==> config.mk <==
export PLATFORM = sky130hd
export DESIGN_NAME = stage_if_flat
export DESIGN_NICKNAME = d
export VERILOG_FILES = /design/src/rtl/stage_if_pkg.sv /design/src/rtl/stage_if_if.sv /design/src/rtl/stage_if_icache_dm.sv /design/src/rtl/stage_if.sv /design/src/flat_wrapper.sv
export SDC_FILE = /design/constraint.sdc
export NUM_CORES = 2
export LEC_CHECK = 0
export ABC_AREA = 1
export CAP_MARGIN = 20
export CORE_UTILIZATION = 30
export CTS_CLUSTER_DIAMETER = 150
export DETAILED_ROUTE_END_ITERATION = 12
export PLACE_DENSITY = 0.55
export SLEW_MARGIN = 20
export SYNTH_ARGS = -nofsm -noshare
export SYNTH_HDL_FRONTEND = slang
export SYNTH_SLANG_ARGS = --single-unit
==> constraint.sdc <==
create_clock -name clock -period 6.8 [get_ports clock]
set_input_delay 1.02 -clock clock [delete_from_list [all_inputs] [get_ports clock]]
set_output_delay 1.02 -clock clock [all_outputs]
set_load 0.02 [all_outputs]
==> src/rtl/stage_if_pkg.sv <==
`default_nettype none
// ============================================================================
// Module      : stage_if_pkg
// Description : Shared bus widths, I-cache geometry helpers and fetch FSM
//               state encoding for the instruction-fetch stage.
// Revision    : 1.0 - initial release
// ============================================================================
package stage_if_pkg;

    localparam int STALL_BUS_W = 6;
    localparam int MEM_ADDR_W  = 32;
    localparam int INST_W      = 32;
    localparam int BYTE_W      = 8;

    typedef enum logic [0:0] {
        IF_IDLE  = 1'b0,
        IF_FETCH = 1'b1
    } if_state_e;

    function automatic int icache_index_w(input int entries);
        return $clog2(entries);
    endfunction

    function automatic int icache_tag_w(input int entries);
        return MEM_ADDR_W - 2 - $clog2(entries);
    endfunction

endpackage
`default_nettype wire

==> src/rtl/stage_if_if.sv <==
`default_nettype none
// ============================================================================
// Module      : stage_if_if
// Description : Byte-serial read port between the fetch stage and the shared
//               memory controller.
// Revision    : 1.0 - initial release
// ============================================================================
interface stage_if_if;
    import stage_if_pkg::*;

    logic                  mem_req_o;
    logic [MEM_ADDR_W-1:0] mem_addr_o;
    logic                  mem_grant_i;
    logic                  mem_valid_i;
    logic [BYTE_W-1:0]     mem_data_i;

    modport master (
        output mem_req_o,
        output mem_addr_o,
        input  mem_grant_i,
        input  mem_valid_i,
        input  mem_data_i
    );

    modport slave (
        input  mem_req_o,
        input  mem_addr_o,
        output mem_grant_i,
        output mem_valid_i,
        output mem_data_i
    );
endinterface
`default_nettype wire

==> src/rtl/stage_if_icache_dm.sv <==
`default_nettype none
// ============================================================================
// Module      : icache_dm
// Description : Direct-mapped one-word-per-line instruction cache with
//               combinational read and a single synchronous write port.
// Revision    : 1.0 - initial release
// ============================================================================
module icache_dm
    import stage_if_pkg::*;
#(
    parameter  int ENTRIES = 64,
    localparam int IDX_W   = icache_index_w(ENTRIES),
    localparam int TAG_W   = icache_tag_w(ENTRIES)
) (
    input  wire logic              clock,
    input  wire logic              reset,
    input  wire logic [IDX_W-1:0]  rd_index,
    output logic                   rd_valid,
    output logic [TAG_W-1:0]       rd_tag,
    output logic [INST_W-1:0]      rd_data,
    input  wire logic              we,
    input  wire logic [IDX_W-1:0]  wr_index,
    input  wire logic [TAG_W-1:0]  wr_tag,
    input  wire logic [INST_W-1:0] wr_data
);

    logic [ENTRIES-1:0] r_valid;
    logic [TAG_W-1:0]   r_tag_mem  [ENTRIES];
    logic [INST_W-1:0]  r_data_mem [ENTRIES];

    // Only the valid bits need clearing; stale tag/data are never trusted.
    always_ff @(posedge clock) begin
        if (reset) begin
            r_valid <= '0;
        end else if (we) begin
            r_valid[wr_index] <= 1'b1;
        end
    end

    always_ff @(posedge clock) begin
        if (we) begin
            r_tag_mem[wr_index]  <= wr_tag;
            r_data_mem[wr_index] <= wr_data;
        end
    end

    assign rd_valid = r_valid[rd_index];
    assign rd_tag   = r_tag_mem[rd_index];
    assign rd_data  = r_data_mem[rd_index];

endmodule
`default_nettype wire

==> src/rtl/stage_if.sv <==
`default_nettype none
// ============================================================================
// Module      : stage_if
// Description : Instruction-fetch stage: PC, I-cache lookup and byte-serial
//               miss refill from the shared memory controller.
// Revision    : 1.0 - initial release
// ============================================================================
module stage_if
    import stage_if_pkg::*;
#(
    parameter int          ICACHE_ENTRIES = 64,
    parameter int          STALL_W        = STALL_BUS_W,
    parameter logic [31:0] RESET_PC       = 32'h0
) (
    input  wire logic               clock,
    input  wire logic               reset,
    input  wire logic [STALL_W-1:0] stall_i,
    input  wire logic               branch_i,
    input  wire logic [31:0]        branch_target_i,
    output logic [31:0]             pc_o,
    output logic [INST_W-1:0]       inst_o,
    output logic                    stall_req_o,
    stage_if_if.master              mem
);

    localparam int IDX_W = icache_index_w(ICACHE_ENTRIES);
    localparam int TAG_W = icache_tag_w(ICACHE_ENTRIES);

    if_state_e          r_state;
    if_state_e          w_state_nxt;
    logic [31:0]        r_pc;
    logic [2:0]         r_issue_cnt;
    logic [1:0]         r_recv_cnt;
    logic [2:0]         r_discard_cnt;
    logic [23:0]        r_buf;

    logic [IDX_W-1:0]   w_index;
    logic [TAG_W-1:0]   w_tag;
    logic               w_line_valid;
    logic [TAG_W-1:0]   w_line_tag;
    logic [INST_W-1:0]  w_line_data;
    logic               w_hit;
    logic               w_req;
    logic               w_granted;
    logic               w_returned;
    logic               w_swallow;
    logic               w_abort;
    logic               w_last;
    logic               w_fill;
    logic [2:0]         w_outstanding;
    logic               w_unused_stall_bits;

    assign w_index = r_pc[IDX_W+1:2];
    assign w_tag   = r_pc[31:IDX_W+2];

    icache_dm #(
        .ENTRIES (ICACHE_ENTRIES)
    ) u_icache (
        .clock    (clock),
        .reset    (reset),
        .rd_index (w_index),
        .rd_valid (w_line_valid),
        .rd_tag   (w_line_tag),
        .rd_data  (w_line_data),
        .we       (w_fill),
        .wr_index (w_index),
        .wr_tag   (w_tag),
        .wr_data  ({mem.mem_data_i, r_buf})
    );

    assign w_hit      = w_line_valid && (w_line_tag == w_tag);
    assign w_abort    = reset || branch_i;
    // The first byte is requested straight from IDLE so a miss costs no idle cycle.
    assign w_req      = !reset && !w_hit && !r_issue_cnt[2];
    assign w_granted  = w_req && mem.mem_grant_i;
    assign w_swallow  = mem.mem_valid_i && (r_discard_cnt != 3'd0);
    assign w_returned = mem.mem_valid_i && (r_discard_cnt == 3'd0) && (r_state == IF_FETCH);
    assign w_last     = w_returned && (r_recv_cnt == 2'd3);
    assign w_fill     = w_last && !w_abort;
    assign w_outstanding = r_issue_cnt + {2'b00, w_granted}
                         - {1'b0, r_recv_cnt} - {2'b00, w_returned};

    assign w_unused_stall_bits = ^stall_i[STALL_W-1:1];

    always_ff @(posedge clock) begin
        if (reset) begin
            r_state <= IF_IDLE;
        end else begin
            r_state <= w_state_nxt;
        end
    end

    always_comb begin
        w_state_nxt = r_state;
        case (r_state)
            IF_IDLE:  if (!w_hit) w_state_nxt = IF_FETCH;
            IF_FETCH: if (w_last) w_state_nxt = IF_IDLE;
            default:  w_state_nxt = IF_IDLE;
        endcase
        if (w_abort) begin
            w_state_nxt = IF_IDLE;
        end
    end

    // Aborts drop the fetch; beats already granted are swallowed by r_discard_cnt.
    always_ff @(posedge clock) begin
        if (reset) begin
            r_issue_cnt   <= 3'd0;
            r_recv_cnt    <= 2'd0;
            r_discard_cnt <= w_outstanding;
        end else if (branch_i) begin
            r_issue_cnt   <= 3'd0;
            r_recv_cnt    <= 2'd0;
            r_discard_cnt <= r_discard_cnt - {2'b00, w_swallow} + w_outstanding;
        end else begin
            r_discard_cnt <= r_discard_cnt - {2'b00, w_swallow};
            if (w_last) begin
                r_issue_cnt <= 3'd0;
                r_recv_cnt  <= 2'd0;
            end else begin
                r_issue_cnt <= r_issue_cnt + {2'b00, w_granted};
                r_recv_cnt  <= r_recv_cnt + {1'b0, w_returned};
            end
        end
    end

    always_ff @(posedge clock) begin
        if (!w_abort && w_returned) begin
            case (r_recv_cnt)
                2'd0:    r_buf[7:0]   <= mem.mem_data_i;
                2'd1:    r_buf[15:8]  <= mem.mem_data_i;
                2'd2:    r_buf[23:16] <= mem.mem_data_i;
                default: r_buf        <= r_buf;
            endcase
        end
    end

    always_ff @(posedge clock) begin
        if (reset) begin
            r_pc <= RESET_PC;
        end else if (branch_i) begin
            r_pc <= branch_target_i;
        end else if (w_hit && !stall_i[0]) begin
            r_pc <= r_pc + 32'd4;
        end
    end

    assign pc_o           = reset ? RESET_PC : r_pc;
    assign inst_o         = (w_hit && !reset) ? w_line_data : '0;
    assign stall_req_o    = !reset && !w_hit;
    assign mem.mem_req_o  = w_req;
    assign mem.mem_addr_o = {r_pc[31:2], 2'b00} + {30'd0, r_issue_cnt[1:0]};

endmodule
`default_nettype wire

==> src/flat_wrapper.sv <==
// flat-port wrapper written by rule: the top's interface ports become plain ports
module stage_if_flat import stage_if_pkg::*;
#(
    parameter int          ICACHE_ENTRIES = 64,
    parameter int          STALL_W        = STALL_BUS_W,
    parameter logic [31:0] RESET_PC       = 32'h0
)
  (clock, reset, stall_i, branch_i, branch_target_i, pc_o, inst_o, stall_req_o, mem_mem_req_o, mem_mem_addr_o, mem_mem_grant_i, mem_mem_valid_i, mem_mem_data_i);
  stage_if_if mem_i ();
  input  wire logic clock;
  input  wire logic reset;
  input  wire logic [STALL_W-1:0] stall_i;
  input  wire logic branch_i;
  input  wire logic [31:0] branch_target_i;
  output logic [31:0] pc_o;
  output logic [INST_W-1:0] inst_o;
  output logic stall_req_o;
  output wire logic [$bits(mem_i.mem_req_o)-1:0] mem_mem_req_o;
  output wire logic [$bits(mem_i.mem_addr_o)-1:0] mem_mem_addr_o;
  input wire logic [$bits(mem_i.mem_grant_i)-1:0] mem_mem_grant_i;
  input wire logic [$bits(mem_i.mem_valid_i)-1:0] mem_mem_valid_i;
  input wire logic [$bits(mem_i.mem_data_i)-1:0] mem_mem_data_i;
  assign mem_mem_req_o = mem_i.mem_req_o;
  assign mem_mem_addr_o = mem_i.mem_addr_o;
  assign mem_i.mem_grant_i = mem_mem_grant_i;
  assign mem_i.mem_valid_i = mem_mem_valid_i;
  assign mem_i.mem_data_i = mem_mem_data_i;
  stage_if #(.ICACHE_ENTRIES(ICACHE_ENTRIES), .STALL_W(STALL_W), .RESET_PC(RESET_PC)) u_core (.clock(clock), .reset(reset), .stall_i(stall_i), .branch_i(branch_i), .branch_target_i(branch_target_i), .pc_o(pc_o), .inst_o(inst_o), .stall_req_o(stall_req_o), .mem(mem_i));
endmodule
==> out/results.txt <==
CP delay by family, top - simple AND/OR/NAND/NOR gates
Total Wirelength - 490,200 microns
Main synth FF type - edfxtp_1
P_int - 36,940 uW
Fmax - 149.5 MHz
EDFF count, synth - 3,608
Synthesized area per cell - 12.81 sq um
Sequential-to-total area share from yosys stat - 74.64%
DR top layer - met5
CTS Buffer Depth - 4
Leakage power - 0.05563 uW
Layout area overhead - 14.75%
Root Driver - clkbuf_16
# DRC - 0
Clock Skews - 46.32 ps
Die Height - 704.7 microns
CTS Hold Bufs - 0
PwrDens - 283.3 nW/um^2
Commonest cells after routing, fill and taps aside - edfxtp_1, nand2_1, nand3_1
Die width - 704.7 microns
Input/output buffers - 143
Wl on met1 - 198,300 microns
Wire per inst - 26.73 microns
Largest net degree at the start of global routing - 182
Initial antenna violation count - 20
Clock Power Share - 40.9%
Gpl congestion - 0.8023
GRT overflow - 0
Fraction of registers with async set/reset - 0%
IO Count - 149
NetSw - 11,210 uW
Site row count - 257
Post-Synthesis Cells - 11,567
Met3 wire length - 37,110 microns
Sequential Power Share - 52.0%
Clock slew at reported path FFs - 60 ps
Commonest non-fill, non-tap cell in the layout - edfxtp_1
Initial DRC Count - 11,864
First-pass GRT wire length - 687,500 microns
Outcome - finished clean
HP Class - flop to flop
Final period util - 98.37%
Yosys warning total - 0
Slowest cell on crit path - clkdlybuf4s50_1
CP endpoint kind - primary output
Die area - 496,600 sq um
Post-DRT Antenna Nets - 0
WHS Endpoint - u_core.r_pc[0]
Metal2 WL - 234,300 microns
Share of cells above drive strength 1 - 9.701%
Core area - 490,700 sq um
Switching Share - 23.29%
Starting Density - 30.19%
Setup TNS - 0 ps
Crit-path cells - inv_16, buf_12, buf_12, nand3_1, nand3_1, nand3_1, nand3_1, nand3_1, nand3_1, nand2_1, nor2_1, nand2_1, nor2_1, nand2_1, nor2_4, nand2_4, nor2_1, buf_4, clkdlybuf4s50_1
TritonCTS clock tree - built
Req. time, crit path - 5780 ps
Syn Nets - 11,629
Sink Count - 3,719
# Max-Cap Violations - 0
Post-synthesis cell type count - 45
Internal reg-to-reg setup slack - 850 ps
Hold Path Depth - 2
Final Hold Fails - 0
Vias in the first global route - 91,701
Crit path buf inv count - 5
H-tree levels - 5
VDD IR max - 0.0001900 V
Hold Startpoint - u_core.r_pc[0]
Vias - 97,360
CP max FO - 103
Reg-to-reg endpoint - u_core.r_discard_cnt[2]
Critical path start-end classification - flop to primary output
Pre-antenna DRT Iters - 7
Total Routing Usage GR - 18.89%
R2R depth - 26
Crit path largest cell delay - 590 ps
Clk_lat worst skew - 920 ps
Post-DP HPWL - 244,700 microns
Final nets - 11,635
Flops & latches, synth - 3,719
Unrepaired setup endpoints after global routing - no
Mapped Area - 148,100 sq um
Crit start category - flop
Vias per std cell - 5.309
Worst-Margin Slew - 1248 ps
CTS Buf Count - 367
Slew Limit Fails - 0
WP data arrival - 5670 ps
Final setup viols - 0
Min Tclk post-route - 6689 ps
Relative slew margins - 16.61%
Final core occ - 34.64%
Crit path top cell by count - nand3_1
Combinational share of power - 7.1%
==> registers in the layout, indices dropped and copies added (netlist names), named ones only <==
name and count:
u_core.u_icache.r_tag_mem 1536, u_core.r_issue_cnt 3, u_core.u_icache.r_valid 64, u_core.r_state 1
u_core.r_discard_cnt 3, u_core.u_icache.r_data_mem 2048, u_core.r_recv_cnt 2, u_core.r_buf 24
u_core.r_pc 32
==> cells by family after synthesis <==
| family | share of synthesized area, % |
|---|---|
| fa+ha+maj | 0.1081 |
| flops | 74.64 |
| xor+xnor | 0.1242 |
| compound gates | 8.010 |
| simple gates | 14.25 |
| buf+inv | 2.866 |
==> synth_stat cells, types with 2 or more instances <==
cell type / count / area [sq um]
edfxtp_1: 3608 / 108300
nand2_1: 2101 / 7886
nand3_1: 1605 / 8033
nor2_1: 1212 / 4549
o21ai_0: 998 / 4995
clkbuf_1: 409 / 1535
buf_2: 315 / 1577
o221ai_1: 260 / 2277
o221a_2: 156 / 1757
a21oi_1: 147 / 735.7
dfxtp_1: 111 / 2222
nor3_1: 106 / 530.5
a311oi_1: 92 / 805.8
inv_1: 89 / 334.1
buf_1: 73 / 274.0
buf_4: 64 / 480.5
a221oi_1: 48 / 420.4
o21a_1: 31 / 232.7
a31oi_1: 23 / 143.9
o22ai_1: 23 / 143.9
xor2_1: 19 / 166.4
a32o_1: 12 / 120.1
o311ai_0: 12 / 105.1
ha_1: 8 / 100.1
nand4_1: 7 / 43.79
clkinv_1: 4 / 15.01
o211ai_1: 4 / 30.03
o32ai_1: 4 / 35.03
fa_1: 3 / 60.06
o31ai_1: 3 / 22.52
a311o_1: 2 / 20.02
inv_2: 2 / 7.510
nand2_2: 2 / 12.51
nor4_1: 2 / 12.51
xnor2_1: 2 / 17.52
==> repair_timing <==
action,in CTS,in global routing
buffers inserted,0,0
gates cloned,0,0
setup endpoints to repair,4,2
resized for setup,4,1
==> per-stage QoR <==
stage	worst slack (ps)	hold slack (ps)	total power, uW	cells	area, sq um
floorplan	651.8	430.2	27650	11567	148100
global placement	737.5	440.6	28920	17670	158300
detailed placement	816.8	449.7	28940	17678	158600
CTS	85.67	459.5	48370	18328	169900
global route	0.4534	476.2	49460	18332	170000
finish	110.6	459.2	48150	18340	170000
==> final cells by class <==
type | instances | area, sq um
multi-input combinational | 6889 | 33810
sequential | 3719 | 110600
antenna | 11 | 27.53
clock buffer | 455 | 9727
tap | 6475 | 8102
inverter | 96 | 411.6
clock inverter | 195 | 1612
fill | 47611 | 320700
timing repair buffer | 500 | 5667
==> how the worst max path moves through the flow <==
| stage | from | end | slack (ps) | cells past startpoint |
|---|---|---|---|---|
| floorplan | reset | u_core.u_icache.r_data_mem[63][0] | 650 | 6 |
| global placement | flop | inst_o[2] | 740 | 21 |
| detailed placement | flop | inst_o[2] | 820 | 21 |
| CTS | flop | inst_o[26] | 90 | 11 |
| global route | flop | inst_o[2] | 0.5 | 20 |
| finish | flop | inst_o[2] | 110 | 19 |
==> power by group through the flow <==
| stage | clock network, uW | registers [uW] | logic (uW) |
|---|---|---|---|
| after floorplan | 0 | 25600 | 2090 |
| after global placement | 0 | 25500 | 3400 |
| after detailed placement | 0 | 25500 | 3410 |
| after CTS | 19900 | 25000 | 3420 |
| after global routing | 20700 | 25000 | 3720 |
| final | 19700 | 25000 | 3430 |
==> routing by layer <==
metal	up-vias	track usage, %
li1	42711	-
met1	49275	24.88
met2	4492	31.60
met3	878	2.525
met4	4	7.419
met5	-	0
==> worst reg2reg max path, stage by stage (launching register included) <==
cell     delay (ps)
dfxtp_4         510
inv_16          420
buf_12          550
buf_12          330
nand3_1         120
nand3_1         100
nand3_1          90
nand3_1         120
nand3_1         290
nand3_1         280
nand2_1          80
nor2_1          100
nand2_1          60
nor2_1          110
nand2_1         100
nor2_4          330
nor4_1          100
ha_1            350
fa_1            180
inv_1            50
fa_1            510
inv_1            60
fa_1            380
or2_2           300
nand3_1          80
xor2_1          140
o21ai_0          90
(Power assumes the default switching activity.)
